<file path="config.mk">
export PLATFORM = sky130hd
export DESIGN_NAME = mux_rr_arbiter
export DESIGN_NICKNAME = d
export VERILOG_FILES = /design/src/rtl/mux_arb_pkg.sv /design/src/rtl/rr_pick.sv /design/src/rtl/mux_rr_arbiter.sv
export SDC_FILE = /design/constraint.sdc
export NUM_CORES = 1
export LEC_CHECK = 0
export CAP_MARGIN = 10
export CORE_MARGIN = 3
export CORE_UTILIZATION = 43
export CTS_BUF_LIST = sky130_fd_sc_hd__clkbuf_4 sky130_fd_sc_hd__clkbuf_8
export CTS_CLUSTER_DIAMETER = 50
export CTS_CLUSTER_SIZE = 20
export DETAILED_ROUTE_END_ITERATION = 7
export GPL_TIMING_DRIVEN = 0
export PLACE_DENSITY = 0.77
export SETUP_SLACK_MARGIN = 0.3
export SYNTH_ARGS = -nofsm -noshare
export SYNTH_HDL_FRONTEND = slang
export SYNTH_SLANG_ARGS = --single-unit
</file>
<file path="constraint.sdc">
create_clock -name clk -period 1.6 [get_ports clk]
set_input_delay 0.16 -clock clk [delete_from_list [all_inputs] [get_ports clk]]
set_output_delay 0.16 -clock clk [all_outputs]
set_load 0.01 [all_outputs]
</file>
<file path="src/rtl/mux_arb_pkg.sv">
// rtl/mux_arb_pkg.sv - shared types and constants for the round-robin mux arbiter
package mux_arb_pkg;

    localparam int N_REQ = 4;
    localparam int SEL_W = $clog2(N_REQ);

    typedef enum logic [1:0] {
        IDLE = 2'd0,
        OWN  = 2'd1,
        GAP  = 2'd2
    } state_t;

endpackage

</file>
<file path="src/rtl/rr_pick.sv">
// rtl/rr_pick.sv - rotating-priority encoder; scans last_ptr+1, +2, ... and wraps
module rr_pick
    import mux_arb_pkg::*;
(
    input  logic [N_REQ-1:0] req,
    input  logic [SEL_W-1:0] last_ptr,
    output logic             any,
    output logic [SEL_W-1:0] win_idx
);

    logic [SEL_W-1:0] idx;

    // The offset of N_REQ wraps back to last_ptr, so the previous owner is checked last.
    always_comb begin
        any     = 1'b0;
        win_idx = '0;
        idx     = '0;
        for (int i = 1; i <= N_REQ; i++) begin
            idx = last_ptr + SEL_W'(i);
            if (!any && req[idx]) begin
                any     = 1'b1;
                win_idx = idx;
            end
        end
    end

endmodule

</file>
<file path="src/rtl/mux_rr_arbiter.sv">
// rtl/mux_rr_arbiter.sv - round-robin owner arbiter driving the select of a 4:1 mux
module mux_rr_arbiter
    import mux_arb_pkg::*;
#(
    parameter  int MAX_BEATS = 8,
    localparam int CNT_W     = $clog2(MAX_BEATS + 1)
)
(
    input  logic             clk,
    input  logic             rst_n,
    input  logic [N_REQ-1:0] req,
    input  logic [N_REQ-1:0] done,
    output logic [N_REQ-1:0] grant,
    output logic [SEL_W-1:0] sel,
    output logic             sel_valid,
    output logic [CNT_W-1:0] beat_cnt,
    output logic             timeout
);

    state_t           state_q;
    logic [N_REQ-1:0] grant_q;
    logic [SEL_W-1:0] sel_q;
    logic             sel_valid_q;
    logic [CNT_W-1:0] beat_cnt_q;
    logic             timeout_q;
    logic [SEL_W-1:0] last_ptr_q;

    logic             pick_any;
    logic [SEL_W-1:0] pick_idx;
    logic             owner_done;
    logic             owner_req;
    logic             last_beat;

    rr_pick u_rr_pick (
        .req      (req),
        .last_ptr (last_ptr_q),
        .any      (pick_any),
        .win_idx  (pick_idx)
    );

    // sel_q still names the owner during OWN, so it doubles as the owner index.
    assign owner_done = done[sel_q];
    assign owner_req  = req[sel_q];
    assign last_beat  = (beat_cnt_q == CNT_W'(MAX_BEATS - 1));

    always_ff @(posedge clk or negedge rst_n) begin
        if (!rst_n) begin
            state_q     <= IDLE;
            grant_q     <= '0;
            sel_q       <= '0;
            sel_valid_q <= 1'b0;
            beat_cnt_q  <= '0;
            timeout_q   <= 1'b0;
            last_ptr_q  <= SEL_W'(N_REQ - 1);
        end else begin
            timeout_q <= 1'b0;
            case (state_q)
                IDLE, GAP: begin
                    beat_cnt_q <= '0;
                    if (pick_any) begin
                        state_q     <= OWN;
                        grant_q     <= N_REQ'(1) << pick_idx;
                        sel_q       <= pick_idx;
                        sel_valid_q <= 1'b1;
                    end else begin
                        state_q     <= IDLE;
                        grant_q     <= '0;
                        sel_valid_q <= 1'b0;
                    end
                end
                OWN: begin
                    if (owner_done || !owner_req || last_beat) begin
                        state_q     <= GAP;
                        grant_q     <= '0;
                        sel_valid_q <= 1'b0;
                        beat_cnt_q  <= '0;
                        last_ptr_q  <= sel_q;
                        timeout_q   <= !owner_done && owner_req;
                    end else begin
                        beat_cnt_q <= beat_cnt_q + CNT_W'(1);
                    end
                end
                default: begin
                    state_q     <= IDLE;
                    grant_q     <= '0;
                    sel_valid_q <= 1'b0;
                    beat_cnt_q  <= '0;
                end
            endcase
        end
    end

    assign grant     = grant_q;
    assign sel       = sel_q;
    assign sel_valid = sel_valid_q;
    assign beat_cnt  = beat_cnt_q;
    assign timeout   = timeout_q;

endmodule
</file>
==> results of run 1 <==
[registers in the layout, summed over array words and instances, names as in the netlist]
signal / count
last_ptr_q: 2
state_q: 2
sel_valid: 1
timeout: 1
sel: 2
beat_cnt: 4
grant: 4
[cells in the final DEF, fill, tap and decap left out, types with 2 or more instances in the layout]
master and instances:
dfrtp_1 14, nor2_1 6, o2bb2ai_1 2, nor2b_1 5, nand2b_1 2, nand2_1 5, a21o_1 3, dfstp_2 2
clkbuf_4 3, a22o_1 2, nand3_1 2, clkdlybuf4s50_1 5, buf_4 5, dlygate4sd2_1 15, a211o_1 2, mux2_4 2
buf_6 3
[how the worst min path moves through the flow]
| stage | slack (ps) | cells after the start | to | startpoint |
|---|---|---|---|---|
| 2_1_floorplan | -140 | 0 | beat_cnt[0] | rst_n |
| 3_3_place_gp | 470 | 1 | sel_valid | sel_valid |
| 3_5_place_dp | 470 | 1 | grant[0] | grant[0] |
| 4_1_cts | 290 | 1 | timeout | rst_n |
| 5_1_grt | 310 | 1 | state_q[1] | rst_n |
| 6_report | 290 | 1 | sel[1] | rst_n |
[kinds of logic after synthesis]
group / synth area share (%)
buf+inv: 1.51
mux: 7.37
flops: 53.9
xor+xnor: 2.35
simple gates: 17.6
fa+ha+maj: 1.67
compound gates: 15.6
[worst register-to-register path: cells and delay by family (launching register included)]
| family | cells | cell delay, ps |
|---|---|---|
| mux | 1 | 580 |
| simple gates | 1 | 200 |
| flops | 1 | 390 |
| compound gates | 1 | 200 |
| buf+inv | 1 | 120 |
[synth_stat cells, types with 2 or more instances]
master,n
a22o_1,2
mux2_1,2
a21oi_1,2
o2bb2ai_1,2
nand2b_1,2
a211o_1,2
dfstp_2,2
nand2_1,5
dfrtp_1,14
nor2_1,7
a21o_1,3
nand3_1,2
nor2b_1,5
[per-layer routing]
metal	global-route usage (%)	vias up	share of wire, %
met5	0	-	0
met4	11.3	0	2.7
met3	5.64	4	3.4
met2	21.9	13	47
met1	23.8	301	47
li1	-	290	-
[power groups by stage]
stage          registers (W)  clock network [W]  logic (W)
3_3_place_gp        0.000684                  0   0.000677
6_report            0.000695           0.000262   0.000847
3_5_place_dp        0.000686                  0   0.000684
5_1_grt             0.000715           0.000292   0.000913
2_1_floorplan       0.000706                  0   0.000372
4_1_cts             0.000667           0.000272   0.000743
[per-stage QoR]
stage	cell area, um^2	setup WS (ps)
finish	1090	1.84
detailed placement	981	-368
floorplan	751	10.2
CTS	1050	-4.60
global route	1090	-44.5
global placement	981	-369
[repair_timing]
| item | CTS | global route |
|---|---|---|
| hold buffers | 0 | 0 |
| hold endpoints to repair | 0 | 0 |
| buffers inserted | 4 | 2 |
| gates cloned | 0 | 0 |
| gates resized for setup | 21 | 9 |
| setup endpoints to repair | 26 | 17 |
| pin swaps | 1 | 3 |
[final cells by class]
class	instances	area [um^2]
multi-input combinational	47	383
timing repair buffer	27	241
fill	110	482
tap	16	20.0
sequential	16	403
buffer	1	11.3
clock buffer	4	36.3
==> impl_metrics.csv, run 1 <==
group,metric,value,unit
run_status,status,"completed",
setup_path,r2r_slack,2,ps
setup_path,path_max_fanout,6,
power,ir_drop,0.938,mV
cts,numCtsBuffers,3,
cts,h-tree-depth,1,
floorplanning,core,0.00158,mm^2
setup_path,cp_slowest_stage_delay,580,ps
cells_and_area,area_growth,46.6,%
setup_path,startpoint_type,"flip-flop",
synth,synth.distinct_cells,27,
synth,synth_nets,75,
detailed_routing,first_iter_violations,9,
timing,tightest_slew,694,ps
timing,max_freq,0.626,GHz
synth,synth_area_leaders,"dfrtp_1 (47%), dfstp_2 (7.0%), nor2b_1 (4.2%)",
power,p_leak,0.546,nW
synth,syn-instance-count,64,
setup_path,r2r_start,"sel[1]",
cells_and_area,drive_gt1_share,25.3,%
setup_path,r2r-end,"grant[2]",
cts,clkTransAtPathRegs,90,ps
placed_design,port_buffers,21,
job,drv_cap,0,
detailed_routing,vias,608,
synth,netlist_area,747,um^2
synth,avgSynthCellArea,11.7,um^2
placed_design,gp_congestion,0.717,
grt,grt_first_pass_wirelength,2.54,mm
detailed_routing,via_per_inst,5.48,
setup_path,worstPathCellList,"mux4_2, and3_4, buf_6, a22o_1",
grt,grt_pass1_vias,561,
cts,tritoncts,"built",
timing,slew_viol_final,0,
timing,finalSetupTns,0,ps
timing,setup_viol,0,
power,total_power,0.00180,W
floorplanning,pin_count,22,
detailed_routing,drt_pass1_iterations,4,
power,pwr-share-clk,14.5,%
setup_path,startpoint,"sel[1]",
synth,ys_seq_area_share,53.9,%
cells_and_area,final_cells,111,
setup_path,criticalPathCategory,"reg2reg",
floorplanning,die_w,47.7,um
detailed_routing,wl,1.61,mm
synth,yosysWarnings,0,
synth,synth.top_cell.area_share,46.9,%
synth,synth_top_cell_by_area,"dfrtp_1",
power,p_per_area,1650,mW/mm^2
cts,clock-root-buffer,"clkbuf_4",
detailed_routing,ant_nets,0,
setup_path,crit_cells,4,
power,internal-power,0.00119,W
power,pwr-share-seq,38.5,%
floorplanning,initial_core_util,47.4,%
setup_path,crit_family,"multiplexers",
cells_and_area,nets,107,
timing,rsz0062_at_grt,"true",
synth,synthArstFlopShare,100,%
hold_path,hold_class,"in2async",
cts,clock_path_buffers,2,
power,pwr-share-comb,47.0,%
power,sw_frac_of_total,34.2,%
grt,track_usage,17.0,%
cts,clk_latency,290,ps
floorplanning,std_cell_rows,14,
detailed_routing,drc,0,
placed_design,dp_cells,101,
cts,cts.sinks,16,
power,p_sw,0.000617,W
grt,grt_overflow,0,
setup_path,endpoint_kind,"flip-flop",
grt,grt_max_degree,17,
synth,ys_seq_elements,16,
cells_and_area,n_antenna_cell,0,
setup_path,arrival,1780,ps
cells_and_area,post-route-util,69.4,%
detailed_routing,wl_per_cell,14.5,um
timing,holdWs,286,ps
setup_path,reg2reg_depth,4,
placed_design,detailed_place_hpwl,1.08,mm
synth,synth_edf_count,0,
timing,finalHoldViolations,0,
timing,min_period_over_period,99.9,%
timing,fin_skew,2.60,ps
synth,synth-main-ff-cell,"dfrtp_1",
setup_path,critPathBufInv,1,
floorplanning,die_h,47.7,um
setup_path,cp-endpoint,"grant[2]",
floorplanning,die-area,0.00227,mm^2
grt,antenna_found_initial,0,
setup_path,critPathSlowestCell,"mux4_2",
timing,final.min_clock_period,1600,ps
setup_path,cp.required,1780,ps
timing,maxSlewHeadroom,53.6,%
Note: power is estimated with default switching activity, not from simulation.
==> run 2, diff against run 1 <==
--- a/config.mk
+++ b/config.mk
@@ -15,6 +15,7 @@
 export GPL_TIMING_DRIVEN = 0
 export PLACE_DENSITY = 0.77
 export SETUP_SLACK_MARGIN = 0.3
+export SKIP_CTS_REPAIR_TIMING = 1
 export SYNTH_ARGS = -nofsm -noshare
 export SYNTH_HDL_FRONTEND = slang
 export SYNTH_SLANG_ARGS = --single-unit
==> impl_metrics.csv, run 2 (synthesized netlist as in run 1, its figures left out) <==
group,metric,value,unit
timing,fin_ws,-46.9,ps
setup_path,arrival,1830,ps
setup_path,criticalPathCategory,"in2reg",
detailed_routing,drc,0,
detailed_routing,ant_nets,0,
grt,grt_pass1_vias,530,
run_status,violations,"negative setup slack",
grt,grt_overflow,0,
placed_design,detailed_place_hpwl,1.08,mm
floorplanning,die_w,47.7,um
detailed_routing,first_iter_violations,5,
timing,rsz0062_at_grt,"true",
timing,maxSlewHeadroom,54.5,%
timing,slew_viol_final,0,
timing,max_freq,0.607,GHz
grt,grt_first_pass_wirelength,2.36,mm
timing,fin_skew,0.656,ps
detailed_routing,wl,1.53,mm
setup_path,startpoint_type,"input pin",
floorplanning,die-area,0.00227,mm^2
cells_and_area,n_antenna_cell,0,
hold_path,hold_class,"in2async",
cells_and_area,area_growth,47.2,%
cts,h-tree-depth,1,
timing,finalSetupTns,-114,ps
cts,clock_path_buffers,2,
detailed_routing,wl_per_cell,14.2,um
cts,clk_latency,290,ps
floorplanning,std_cell_rows,14,
setup_path,path_max_fanout,6,
timing,min_period_over_period,103,%
timing,setup_viol,4,
timing,finalHoldViolations,0,
floorplanning,pin_count,22,
cts,tritoncts,"built",
cells_and_area,layout_common_cells,"dlymetal6s2s_1 (14), dfrtp_1 (13), clkdlybuf4s50_1 (7), nor2_1 (6)",
floorplanning,initial_core_util,47.4,%
setup_path,endpoint_kind,"flip-flop",
grt,grt_max_degree,17,
placed_design,dpl-instance-area,981,um^2
cells_and_area,final_common_cell,"dlymetal6s2s_1",
detailed_routing,drt_pass1_iterations,2,
power,p_leak,0.680,nW
power,total_power,0.00169,W
detailed_routing,via_per_inst,5.46,
cells_and_area,nets,104,
cts,cts.sinks,16,
cells_and_area,fin_area,0.00110,mm^2
grt,antenna_found_initial,0,
placed_design,port_buffers,21,
detailed_routing,vias,590,
timing,tightest_slew,680,ps
placed_design,gp_congestion,0.717,
cells_and_area,post-route-util,69.8,%
power,ir_drop,0.940,mV
job,drv_cap,0,
run_status,status,"complete, but fails checks",
timing,final.min_clock_period,1650,ps
cts,numCtsBuffers,3,
cts,clock-root-buffer,"clkbuf_4",
setup_path,cp.required,1790,ps
floorplanning,die_h,47.7,um
cells_and_area,drive_gt1_share,20.7,%
grt,track_usage,15.8,%
power,p_per_area,1540,mW/mm^2
floorplanning,core,0.00158,mm^2
cts,clkTransAtPathRegs,90,ps
[run 2: power breakdown]
group	leakage [nW]	switching, W	internal [W]	total [W]
combinational	0.456	0.000317	0.000421	0.000738
clock	0.0210	0.000128	0.000139	0.000267
sequential	0.204	0.000120	0.000565	0.000686
[run 2: stage by stage]
stage | hold slack [ps] | setup slack [ps] | instances
6_report | 274 | -46.9 | 108
5_1_grt | 308 | -85.3 | 108
4_1_cts | 294 | -59.5 | 105
3_5_place_dp | 472 | -368 | 101
3_3_place_gp | 471 | -369 | 101
2_1_floorplan | -136 | 10.2 | 64
[run 2: critical path: stages]
cell	delay [ps]
clkdlybuf4s50_1	470
nor2b_1	160
mux4_2	510
and3_4	200
buf_6	120
a22o_1	200
[run 2: per-layer routing]
metal	GRT usage, %	share of wire (%)	up-vias
met3	5.64	4.8	4
met5	0	0	-
met1	21.6	46	293
li1	-	-	282
met4	11.3	2.8	0
met2	20.3	46	11
[run 2: final timing paths]
path	from	endpoint	slack, ps	cells past startpoint
setup / recovery	req[2]	grant[3]	-50	6
hold / removal	rst_n	state_q[1]	270	1
setup reg to reg	sel[1]	grant[3]	-20	4
hold reg to reg	sel_valid	sel_valid	480	1
max in group asynchronous	rst_n	sel[1]	860	1
min in group clk	req[3]	grant[0]	340	3
[run 2: area by class of cell]
type	instances	area [um^2]
multi-input cells	47	360
plain buffers	1	11.3
repair buffers	24	268
clock buffers	4	36.3
flip-flops and latches	16	404
fillers	109	477
well taps	16	20.0
==> run 3, diff against run 2 <==
--- a/config.mk
+++ b/config.mk
@@ -6,7 +6,6 @@
 export NUM_CORES = 1
 export LEC_CHECK = 0
 export CAP_MARGIN = 10
-export CORE_MARGIN = 3
 export CORE_UTILIZATION = 43
 export CTS_BUF_LIST = sky130_fd_sc_hd__clkbuf_4 sky130_fd_sc_hd__clkbuf_8
 export CTS_CLUSTER_DIAMETER = 50
==> impl_metrics.csv, run 3 (synthesized netlist as in run 1, its figures left out) <==
group,metric,value,unit
setup_path,arrival,1810,ps
placed_design,place_ws,-374,ps
cells_and_area,final_common_cell,"dlymetal6s2s_1",
floorplanning,std_cell_rows,14,
run_status,violations,"negative setup slack",
cts,clock_path_buffers,2,
placed_design,dpl-instance-area,981,um^2
detailed_routing,ant_nets,0,
power,ir_drop,1.11,mV
grt,grt_max_degree,17,
floorplanning,die-area,0.00191,mm^2
grt,track_usage,18.5,%
job,drv_cap,0,
cts,clk_latency,290,ps
cells_and_area,drive_gt1_share,22.3,%
floorplanning,initial_core_util,47.9,%
timing,rsz0062_at_grt,"true",
power,p_per_area,1560,mW/mm^2
cells_and_area,area_growth,51.1,%
run_status,status,"complete, but fails checks",
hold_path,hold_class,"in2async",
detailed_routing,via_per_inst,5.50,
cts,tritoncts,"built",
cts,h-tree-depth,1,
setup_path,startpoint_type,"flip-flop",
cells_and_area,nFillCells,116,
timing,min_period_over_period,101,%
setup_path,endpoint_kind,"flip-flop",
grt,grt_overflow,0,
detailed_routing,vias,605,
placed_design,dp_cells,101,
timing,setup_viol,3,
timing,holdWs,273,ps
placed_design,detailed_place_hpwl,1.09,mm
placed_design,port_buffers,21,
cts,numCtsBuffers,3,
setup_path,reg2reg_depth,4,
timing,fin_ws,-22.0,ps
setup_path,r2r-end,"grant[3]",
cells_and_area,n_antenna_cell,0,
power,p_leak,0.707,nW
cells_and_area,layout_common_cells,"dlymetal6s2s_1 (16), dfrtp_1 (14), nor2_1 (6)",
detailed_routing,drt_pass1_iterations,3,
floorplanning,die_h,43.7,um
cells_and_area,nets,106,
cells_and_area,final_cells,110,
grt,grt_first_pass_wirelength,2.53,mm
detailed_routing,drc,0,
timing,slew_viol_final,0,
cells_and_area,fin_area,0.00113,mm^2
placed_design,gp_congestion,0.788,
timing,final.min_clock_period,1620,ps
setup_path,path_max_fanout,6,
cts,cts.sinks,16,
detailed_routing,wl_per_cell,14.6,um
setup_path,cp.required,1780,ps
setup_path,criticalPathCategory,"reg2reg",
cts,clkTransAtPathRegs,90,ps
timing,finalHoldViolations,0,
floorplanning,pin_count,22,
timing,maxSlewHeadroom,54.4,%
cts,clock-root-buffer,"clkbuf_4",
grt,grt_pass1_vias,603,
timing,tightest_slew,681,ps
setup_path,r2r_start,"sel[1]",
timing,fin_skew,1.79,ps
setup_path,r2r_slack,-20,ps
timing,finalSetupTns,-50.5,ps
timing,max_freq,0.617,GHz
floorplanning,core,0.00156,mm^2
detailed_routing,wl,1.61,mm
floorplanning,die_w,43.7,um
detailed_routing,first_iter_violations,13,
grt,antenna_found_initial,0,
[run 3: layout make-up]
type | instances | area, um^2 | share of cell area (%)
flip-flops and latches | 16 | 403 | 35.7
repair buffers | 26 | 288 | 25.5
multi-input cells | 47 | 370 | 32.8
well taps | 16 | 20.0 | 1.77
clock buffers | 4 | 36.3 | 3.22
plain buffers | 1 | 11.3 | 0.998
[run 3: metal layers]
layer | global-route usage [%] | wire (um)
met5 | 0 | 0
met4 | 9.38 | 34
met1 | 21.7 | 713
met3 | 5.00 | 58
met2 | 31.0 | 800
[run 3: worst max path at each step]
stage                start            end  depth (start not counted)  slack, ps
floorplan           sel[1]       grant[2]                          4         10
global placement    req[3]       grant[3]                          6       -370
detailed placement  req[3]  last_ptr_q[1]                          5       -370
CTS                 req[3]  last_ptr_q[1]                          5        -60
global route        sel[1]       grant[3]                          4        -70
finish              sel[1]       grant[3]                          4        -20
[run 3: where the power goes]
group | internal (W) | total (W) | switching, W
logic | 0.000452 | 0.000786 | 0.000334
clock network | 0.000139 | 0.000269 | 0.000131
registers | 0.000564 | 0.000703 | 0.000139
total | 0.00115 | 0.00176 | 0.000604
[run 3: through the flow]
step | total power, W | util (%)
final | 0.00176 | 72.4
after global routing | 0.00185 | 72.4
after CTS | 0.00166 | 65.2
after detailed placement | 0.00138 | 62.9
after global placement | 0.00136 | 62.9
after floorplan | 0.00108 | -
[run 3: worst max-delay path, cell delays in order (launching register included)]
cell and delay (ps):
dfrtp_1 400, mux4_2 580, and3_4 210, buf_6 120, a22o_1 210
